`src/rtl/led_matrix_scan_controller_pkg.sv`:
```
// led_matrix_scan_controller_pkg: shared LED-matrix geometry, irrigation status codes and glyphs.
package led_matrix_scan_controller_pkg;
   localparam int NUM_COLS = 5;
   localparam int NUM_ROWS = 7;
   localparam int COL_W = $clog2(NUM_COLS);
   typedef enum logic [1:0] {
      ST_OK    = 2'b00,
      ST_DRY   = 2'b01,
      ST_WET   = 2'b10,
      ST_ALERT = 2'b11
   } status_e;
   // Row bit 0 is the top LED; one entry per column, column 0 first.
   localparam logic [NUM_ROWS-1:0] GLYPH [4][NUM_COLS] = '{
      '{7'h08, 7'h10, 7'h20, 7'h04, 7'h02},
      '{7'h1c, 7'h22, 7'h41, 7'h22, 7'h1c},
      '{7'h1c, 7'h3e, 7'h7f, 7'h3e, 7'h1c},
      '{7'h41, 7'h22, 7'h5f, 7'h22, 7'h41}
   };
   function automatic logic [NUM_COLS-1:0] col_drive(input logic [COL_W-1:0] c);
      return ~(NUM_COLS'(1) << c);
   endfunction
endpackage

```
`src/rtl/led_matrix_scan_controller_image.sv`:
```
// irrigation_status_image: row pattern for (status, col); five per-column decoders selected by col.
module irrigation_status_image
   import led_matrix_scan_controller_pkg::*;
(
   input  logic [1:0]          status,
   input  logic [COL_W-1:0]    col,
   output logic [NUM_ROWS-1:0] rows
);
   logic [NUM_ROWS-1:0] dec [NUM_COLS];
   for (genvar c = 0; c < NUM_COLS; c++) begin : g_dec
      assign dec[c] = GLYPH[status][c];
   end
   assign rows = (col < COL_W'(NUM_COLS)) ? dec[col] : '0;
endmodule

```
`src/rtl/led_matrix_scan_controller.sv`:
```
// led_matrix_scan_controller: 5x7 column-scan driver showing the irrigation status glyph.
// Define LED_MATRIX_BLINK_ALERT_EN to blink the alert (2'b11) glyph every BLINK_FRAMES frames.
module led_matrix_scan_controller
   import led_matrix_scan_controller_pkg::*;
#(
   parameter int CLK_DIV      = 50000,
   parameter int BLINK_FRAMES = 25
) (
   input  logic                clk,
   input  logic                reset,
   input  logic                enable,
   input  logic [1:0]          irrigation_status,
   output logic [NUM_COLS-1:0] columns,
   output logic [NUM_ROWS-1:0] rows,
   output logic                frame_done
);
   localparam int TW = $clog2(CLK_DIV);
   if (CLK_DIV < 4 || CLK_DIV > (1 << 20) || BLINK_FRAMES < 1 || BLINK_FRAMES > 255) begin : g_bad_param
      $error("led_matrix_scan_controller: CLK_DIV or BLINK_FRAMES out of range");
   end
   logic [TW-1:0]       tick_cnt;
   logic [COL_W-1:0]    col_idx;
   logic [1:0]          status_latched;
   logic                live, blank_q, en_q, tick, wrap, show;
   logic [NUM_ROWS-1:0] img;
   assign tick = enable && tick_cnt == TW'(CLK_DIV - 1);
   assign wrap = tick && live && col_idx == COL_W'(NUM_COLS - 1);
   irrigation_status_image u_image (
      .status (status_latched),
      .col    (col_idx),
      .rows   (img)
   );
   // live stays low for the first slot after reset so column 0 gets a full slot of its own.
   always_ff @(posedge clk or posedge reset) begin
      if (reset) begin
         tick_cnt       <= '0;
         col_idx        <= '0;
         status_latched <= ST_OK;
         live           <= 1'b0;
         blank_q        <= 1'b0;
         en_q           <= 1'b0;
         columns        <= '1;
         rows           <= '0;
         frame_done     <= 1'b0;
      end else begin
         en_q       <= enable;
         frame_done <= wrap;
         if (enable) begin
            tick_cnt <= tick ? '0 : tick_cnt + 1'b1;
            blank_q  <= tick;
         end
         if (tick) live <= 1'b1;
         if (tick && live) col_idx <= wrap ? '0 : col_idx + 1'b1;
         if (wrap) status_latched <= irrigation_status;
         columns <= (!enable || tick || !live) ? '1 : col_drive(col_idx);
         // Rows reload only while the columns are blank, or when a paused slot resumes.
         rows <= !enable ? '0 : (blank_q || !en_q) ? ((live && show) ? img : '0) : rows;
      end
   end
`ifdef LED_MATRIX_BLINK_ALERT_EN
   logic [7:0] blink_cnt;
   logic       visible;
   always_ff @(posedge clk or posedge reset) begin
      if (reset) begin
         blink_cnt <= '0;
         visible   <= 1'b1;
      end else if (status_latched != ST_ALERT) begin
         blink_cnt <= '0;
         visible   <= 1'b1;
      end else if (wrap) begin
         blink_cnt <= (blink_cnt == 8'(BLINK_FRAMES - 1)) ? '0 : blink_cnt + 1'b1;
         visible   <= (blink_cnt == 8'(BLINK_FRAMES - 1)) ? !visible : visible;
      end
   end
   // A non-alert status is visible at once, even before the blink state has cleared.
   assign show = visible || status_latched != ST_ALERT;
`else
   assign show = 1'b1;
`endif
endmodule

```
`config.mk`:
```
export PLATFORM = sky130hd
export DESIGN_NAME = led_matrix_scan_controller
export DESIGN_NICKNAME = d
export VERILOG_FILES = /design/src/rtl/led_matrix_scan_controller_pkg.sv /design/src/rtl/led_matrix_scan_controller_image.sv /design/src/rtl/led_matrix_scan_controller.sv
export SDC_FILE = /design/constraint.sdc
export NUM_CORES = 1
export LEC_CHECK = 0
export CAP_MARGIN = 10
export CELL_PAD_IN_SITES_DETAIL_PLACEMENT = 1
export CELL_PAD_IN_SITES_GLOBAL_PLACEMENT = 2
export CORE_MARGIN = 3
export CORE_UTILIZATION = 39
export DETAILED_ROUTE_END_ITERATION = 10
export PLACE_DENSITY_LB_ADDON = 0.1
export SYNTH_ARGS = -nofsm -noshare
export SYNTH_HDL_FRONTEND = slang
export SYNTH_SLANG_ARGS = --single-unit
```
`constraint.sdc`:
```
create_clock -name clk -period 6.9 [get_ports clk]
set_clock_uncertainty 0.05 [all_clocks]
set_input_delay 1.035 -clock clk [delete_from_list [all_inputs] [get_ports clk]]
set_output_delay 1.035 -clock clk [all_outputs]
set_load 0.05 [all_outputs]
```
==> summary.md, run 1 <==
The count of final max-slew check failures came out at 0. The total global routing track utilization came out at 15.8%. The die covers 5600 µm². In this run the number of H-tree levels came out at 2. In this run the horizontal extent of the chip is 74.8 µm. TritonCTS built the clock tree. The detailed-route wire length per cell is 15.8 µm.

In this run, synthesis inferred 0 flip-flops with an integrated enable. The clock passes through at most 2 buffers. The antenna violation net count after detailed routing came out at 0. The logs give 6.62 mm for the first-pass GRT wire length and 0 ps for the final total negative setup slack. The tools report the largest net degree at the start of global routing as 37. For the worst-skew pair, the clock arrives at the later sink with an insertion delay of 280 ps. For the cell count after synthesis, the log shows 181. The logs give 45 for the distinct cell type count after synthesis and 75 for the number of DRC markers in iteration 0.

The area growth from synthesis to layout is 15.8%. The count of unresolved DRC violations after routing is 0. Once the clock tree was built, the setup fixing pass inserted 0 buffers.

The path class of the tightest hold or removal check is flip-flop to flip-flop. For this configuration, the core starts out at a cell density of 41.3%. Global routing finished with a remaining overflow of 0. The average cell area after synthesis is 10.2 µm², and the register bit count reported by yosys is 36. For this design the static power due to leakage is 0.933 nW. The vertical die dimension is 74.8 µm, and the number of antenna violations at the first check in global routing is 0.

Number of antenna cells inserted: 0. Row generation in the floorplan step produced 24 rows. In the finished design, the share of the clock period the worst path needs comes to 42.7%.

The post-synth net total is 196. The tools report the clock sink total as 36. For the worst setup path, the data arrival time is 3070 ps. In this run the power density over the cells is 202 nW/µm².

Across the run, the number of max-cap violations was 0. During I/O placement, the number of pins put on the boundary was 18. The routed design has 3.99 mm of wire. STA classifies the critical path startpoint as an input pin.

The clock period minus final worst setup slack came out at 2940 ps. Of all flip-flops after synthesis, the portion carrying an async set or reset was 100%. The logs give 2.97 mm for the placed wire-length estimate after detailed placement and 4470 µm² for the area of the placeable core.

Along the worst path, the maximum fanout reaches 13. Setup violations remaining at the end of the flow were counted as 0. The prevailing post-synth register cell is dfrtp_1.

The placer's final routability congestion estimate came out at 0.834. Clock tree synthesis inserted a total of 5 buffers. The tools report the startpoint of the tightest hold check path as live$_DFFE_PP0N_. The post-route netlist has 11.0% of its cells at a drive strength greater than 1. The final hold violation count was 0; the total via count after detailed routing was 1348. At the pin with the least slew margin, the transition time is 791 ps.

The critical path is of the input pin to flip-flop type. At the worst endpoint, the required time is 7020 ps. Clock-pin slew was measured on the worst setup and hold paths at 70 ps. The launch point of the worst reg-to-reg path is tick_cnt[4]$_DFFE_PP0P_. Tracing the worst setup path back leads to its startpoint at enable. The number of hold buffers added after CTS was 0.

Kind of capture point of the worst setup path: a flip-flop. Setup repair after global routing left no endpoint under its margin. Across all hold checks on the routed design, the worst slack comes to 426 ps.

The tree is rooted in a clkbuf_8. Timing would allow up to 340 MHz. The final-stage net count was 214. For the worst-case headroom to the max-slew limit, the log shows 46.9%.

The synthesis warning total is 0. The run gives 49.1% as the fraction of the yosys area taken by sequential cells. The flow ran to the end, and the final reports show no timing, DRC or antenna violations.

The tools report the number of global-route vias before repair as 1326. In this run, post-CTS repair resized a total of 0 instances. The synthesized netlist occupies a cell area of 1850 µm². For this run, the detailed router's first-pass iteration total came to 4. The via count normalized by instance count was 5.35. Across the VDD grid, the largest voltage drop is 0.000104 V. The count of input and output buffers was 17.
## final timing paths
check                                                 to  depth (start not counted)  slack (ps)
worst max-delay path            tick_cnt[15]$_DFFE_PP0P_                          5        3960
min in group asynchronous            rows[0]$_DFFE_PP0P_                          3        1110
worst min register to register          live$_DFFE_PP0N_                          1         430
max in group asynchronous           columns[3]$_DFF_PP1_                          3        5340
worst max register to register    col_idx[1]$_DFFE_PP0P_                          4        4380
worst min-delay path                    live$_DFFE_PP0N_                          1         430
## placed cells by master, fill, tap and decap left out, types with 2 or more instances in the layout
master            n
clkbuf_8          5
nand4_1           4
nor3_1            4
and4_1            2
dfrtp_1          31
mux2i_1           3
nor4_1            2
clkbuf_1          2
or2_2             2
mux2_1            2
o31ai_1           2
ha_1             10
nor3b_1           3
and3_1            2
inv_1            10
o21ai_0           9
xor2_1            4
nand2_1          23
clkdlybuf4s50_1  17
dfstp_2           5
a21oi_1           5
xnor2_1           8
mux2_2            3
nor2_1           13
nand3_1           7
## sequential cells by signal (all words and copies together) (netlist names)
signal and cells:
col_idx 3, blank_q 1, columns 5, rows 6, frame_done 1, tick_cnt 16
status_latched 2, en_q 1, live 1
## power by group
| part | total (mW) | switching [mW] | internal, mW |
|---|---|---|---|
| combinational | 0.0371 | 0.0196 | 0.0175 |
| sequential | 0.253 | 0.0269 | 0.226 |
| clock | 0.143 | 0.0724 | 0.0709 |
| total | 0.433 | 0.119 | 0.315 |
## per-layer routing
| metal | up-vias | global-route usage, % | share of wire, % |
|---|---|---|---|
| li1 | 668 | - | - |
| met1 | 649 | 24.3 | 53 |
| met2 | 24 | 21.4 | 42 |
| met3 | 7 | 3.07 | 3.4 |
| met4 | 0 | 6.52 | 1.6 |
| met5 | - | 0 | 0 |
## logic make-up after synthesis
group	after synthesis	synth area share (%)
AOI/OAI and AO/OA	26	9.07
xor gates and xnor gates	12	5.69
adders and majority gates	10	6.77
buffers and inverters	18	3.93
DFF	36	49.1
muxes	8	4.67
and+or+nand+nor	71	20.8
## area by class of cell
class,instances,area (µm²)
clock inverters,1,5.00
fillers,507,2330
clock buffers,7,76.3
well taps,52,65.1
multi-input cells,127,868
flip-flops and latches,36,907
repair buffers,18,178
inverters,11,41.3
## worst max-delay path, stage by stage
cell             delay [ps]
clkdlybuf4s50_1         690
nand4_1                 310
nor4_2                  670
a311oi_1                110
a41o_1                  250
## synth_stat cells (2+ instances only)
library cell  number  area, µm²
ha_1              10        125
nand3_1            7       35.0
xnor2_1            8       70.1
nand2_1           23       86.3
and3_1             2       12.5
or2_2              2       12.5
nor4_1             2       12.5
nor2_1            13       48.8
mux2_1             2       22.5
mux2i_1            3       30.0
and4_1             2       17.5
o21ai_0            9       45.0
nor3_1             4       20.0
inv_1             10       37.5
dfrtp_1           31        776
clkbuf_1           5       18.8
nand4_1            4       25.0
mux2_2             3       33.8
o31ai_1            2       15.0
nor3b_1            3       22.5
xor2_1             4       35.0
dfstp_2            5        131
a21oi_1            5       25.0
## stage by stage
stage / util (%) / power, mW / cell area [µm²] / std cells / setup WS (ps)
finish: 47.8 / 0.433 / 2140 / 252 / 3960
global route: 47.8 / 0.458 / 2140 / 252 / 3740
CTS: 47.8 / 0.439 / 2140 / 252 / 3960
detailed placement: 46.0 / 0.294 / 2060 / 244 / 3670
global placement: 46.0 / 0.292 / 2060 / 244 / 3820
floorplan: - / 0.278 / 1850 / 181 / 4600
No activity file was read; power rests on OpenSTA's default activity.
==> run 2: changes to the inputs <==
--- a/config.mk
+++ b/config.mk
@@ -9,7 +9,7 @@
 export CELL_PAD_IN_SITES_DETAIL_PLACEMENT = 1
 export CELL_PAD_IN_SITES_GLOBAL_PLACEMENT = 2
 export CORE_MARGIN = 3
-export CORE_UTILIZATION = 39
+export CORE_UTILIZATION = 33
 export DETAILED_ROUTE_END_ITERATION = 10
 export PLACE_DENSITY_LB_ADDON = 0.1
 export SYNTH_ARGS = -nofsm -noshare
==> constraint.sdc (replaced) <==
create_clock -name clk -period 2.4 [get_ports clk]
set_clock_uncertainty 0.05 [all_clocks]
set_input_delay 0.36 -clock clk [delete_from_list [all_inputs] [get_ports clk]]
set_output_delay 0.36 -clock clk [all_outputs]
set_load 0.05 [all_outputs]
==> run 2 against run 1 <==
Against the previous run:
- clock power grew to 3.2 times the previous value
- sequential power grew to 2.8 times the previous value
- via count grew 4.0%
- first-iteration DRC count shrank 25%
- non-clock buffer count grew 8
- worst setup slack lost 3800 ps
- largest cell class unchanged
==> summary.md, run 2 (synthesis results as in run 1) <==
The critical path is of the flip-flop to flip-flop type. The area occupied by registers came out at 907 µm² (unchanged). The tools report the number of filler cells placed in the layout as 616 (+21%). The tools report the cell at the root of the clock tree as clkbuf_8. The worst hold path begins at blank_q$_DFFE_PP0P_. The clock transition time at the flip-flop clock pins of the worst setup and hold paths was 80 ps (about the same). Walking the worst path, the cells encountered are or4b_4, or4_4, nor2_2, mux2_2. The most critical setup path has its startpoint at tick_cnt[4]$_DFFE_PP0P_. The worst hold path stage count is 1 (unchanged), and the areal power density over the cells is 579 nW/µm² (+190%). The number of setup buffers added after CTS is 0 (unchanged), and the required time of the worst setup path is 2520 ps (-4500 ps).

The register name with the most flops was tick_cnt. The run gives 36 (unchanged) as the clock sink total. From synthesis to final layout, the design area changed by 21.2%. The endpoint of the worst-slack reg-to-reg timing path was col_idx[1]$_DFFE_PP0P_. The largest net degree at the start of global routing was 37 (unchanged). For hold timing, the worst endpoint is blank_q$_DFFE_PP0P_.

The most frequent standard cell in the layout excluding fill and tap cells was dfrtp_1. The logs give 2240 µm² (+4.6%) for the area of all placed cells without fillers and 4.18 mm (+4.9%) for the total routed wirelength. The count of input and output buffers is 17 (unchanged), and the count of unresolved DRC violations after routing is 0 (unchanged). Timing would allow up to 444 MHz. The run gives 0 (unchanged) as the final hold violation count.

The routed design could run at a clock period as short as 2250 ps. The run gives 0 ps (unchanged) as the final total negative setup slack. For the area of the placeable core, the log shows 5270 µm² (+18%).

Setup repair after global routing left no endpoint under its margin. For the number of antenna cells inserted, the log shows 0 (unchanged). For the leakage power, the log shows 0.974 nW (+4.4%).

Path depth of the worst reg2reg path: 4 (unchanged). On the critical path, the stage with the largest delay is an instance of or4_4. The number of clock buffers inserted by TritonCTS is 5 (unchanged), and the total via count after detailed routing is 1402 (+4.0%). The number of buffers inserted by hold repair at cts is 0 (unchanged), and the number of global-route vias before repair is 1522 (+15%). The number of H-tree levels is 2 (unchanged), and the vertical die dimension is 80.8 µm (+8.0%). The startpoint identified for the worst register-to-register timing path is tick_cnt[4]$_DFFE_PP0P_. The largest registers in the layout are tick_cnt: 16 flops, rows: 6 flops, columns: 5 flops. The worst setup path is launched from a flip-flop. The biggest fanout along the worst timing path is 6 (-7), and the placed wire-length estimate after detailed placement is 3.08 mm (+3.6%). The via count normalized by instance count is 5.04 (-5.7%).

The worst min-delay path class is flip-flop to flip-flop. The tools report the area of the multi-input gates as 872 µm² (+0.43%). The logs give 0 (unchanged) for the count of final max-slew check failures and 35.1% (-6.2 points) for the effective utilization at floorplan. The maximum clock path buffer count was 2 (unchanged); the standard-cell row count was 26 (+8.3%).

The run gives 0 (unchanged) as the global route total overflow. The final cell count without fillers was 278 (+10%); the detailed-route wire length per cell was 15.0 µm (-4.9%). The longest individual stage delay on the worst path works out to 610 ps (-80 ps).

TritonCTS built the clock tree. Overall die width: 80.8 µm (+8.0%). The run gives 150 ps (-4230 ps) as the worst setup slack for register-to-register paths.

The transition time of the tightest slew-check pin works out to 514 ps (-277 ps). The first-pass GRT wire length was 7.58 mm (+14%); the number of DRC markers in iteration 0 was 56 (-25%). For the iteration count of the initial detailed-routing pass, the log shows 4 (unchanged).

Overall die area: 6530 µm² (+17%). The placer's final routability congestion estimate was 0.765 (-8.3%); the buffering stage count on the worst path with inverters included was 0 (-1). The logs give 65.5% (+19 points) for the worst-case headroom to the max-slew limit and 0 (unchanged) for the number of antenna violations at the first check in global routing. In the finished design, the share of the clock period the worst path needs comes to 93.9%.

The worst setup path is captured at a flip-flop. The top-level I/O count was 18 (unchanged). The logs give 0 (unchanged) for the final setup violation count and 422 ps (-3.81 ps) for the worst-case hold slack. The total of cells resized after clock tree synthesis was 0 (unchanged). The insertion delay to the later sink of the worst-skew pair came out at 280 ps (about the same).

The total placed instance area was 2140 µm² (+4.0%); the worst-case vdd ir drop was 0.000214 V (+110%). The share of layout cells above drive strength 1 was 15.4% (+4.4 points); the final-stage net count was 222 (+3.7%). Leaving out fill and tap cells, the most frequent cells in the layout are 31 x dfrtp_1, 23 x nand2_1, 17 x clkdlybuf4s50_1, 13 x nor2_1. The run gives 14.9% (-0.90 points) as the total global routing track utilization. The run finished with clean final reports.

The tools report the number of maximum-capacitance constraint violations as 0 (unchanged). Critical path arrival: 2370 ps (-700 ps). On the critical path the largest part of the delay comes from simple AND/OR/NAND/NOR gates. The flip-flop count of the largest register after layout was 16 (unchanged). Number of placed cells counting well taps: 270 (+11%). The tools report the antenna violation net count after detailed routing as 0 (unchanged).
run 2: report_power, final:
part / internal (mW) / switching [mW]
Clock: 0.234 / 0.222
Sequential: 0.650 / 0.0608
Combinational: 0.0613 / 0.0697
Total: 0.945 / 0.353
run 2: area by class of cell:
type / count / area share (%)
Inverter: 11 / 1.84
Clock buffer: 7 / 3.85
Timing Repair Buffer: 26 / 10.6
Tap cell: 70 / 3.91
Sequential cell: 36 / 40.5
Multi-Input combinational cell: 127 / 38.9
Clock inverter: 1 / 0.335
run 2: how the worst max path moves through the flow:
stage,slack (ps),cells after the start,end
global route,80,4,status_latched[0]$_DFFE_PP0P_
detailed placement,60,4,col_idx[1]$_DFFE_PP0P_
global placement,110,4,status_latched[1]$_DFFE_PP0P_
CTS,40,4,col_idx[1]$_DFFE_PP0P_
finish,150,4,col_idx[1]$_DFFE_PP0P_
floorplan,130,5,status_latched[0]$_DFFE_PP0P_
run 2: worst reg2reg max path, stage by stage, from the launching register on:
cell and delay [ps]:
dfrtp_1 390, or4b_4 580, or4_4 610, nor2_2 150, mux2_2 350
run 2: per-stage QoR:
step / setup slack (ps) / util [%] / total power [mW]
after global routing: 83.0 / 42.5 / 1.38
after detailed placement: 56.6 / 40.6 / 0.853
after CTS: 35.5 / 42.4 / 1.32
final: 147 / 42.5 / 1.30
after floorplan: 127 / - / 0.799
after global placement: 108 / 40.6 / 0.848
run 2: routing by layer:
metal / wire length, µm / global-route usage (%) / up-vias
li1: - / - / 676
met1: 2120 / 20.6 / 699
met2: 1880 / 23.3 / 21
met3: 130 / 3.44 / 6
met4: 57 / 4.22 / 0
met5: 0 / 0 / -
==> run 3: changes to the inputs <==
--- a/config.mk
+++ b/config.mk
@@ -11,6 +11,7 @@
 export CORE_MARGIN = 3
 export CORE_UTILIZATION = 33
 export DETAILED_ROUTE_END_ITERATION = 10
+export GPL_ROUTABILITY_DRIVEN = 0
 export PLACE_DENSITY_LB_ADDON = 0.1
 export SYNTH_ARGS = -nofsm -noshare
 export SYNTH_HDL_FRONTEND = slang
==> results of run 3 <==
Final layout, timing and power as in run 2 (identical DEF).
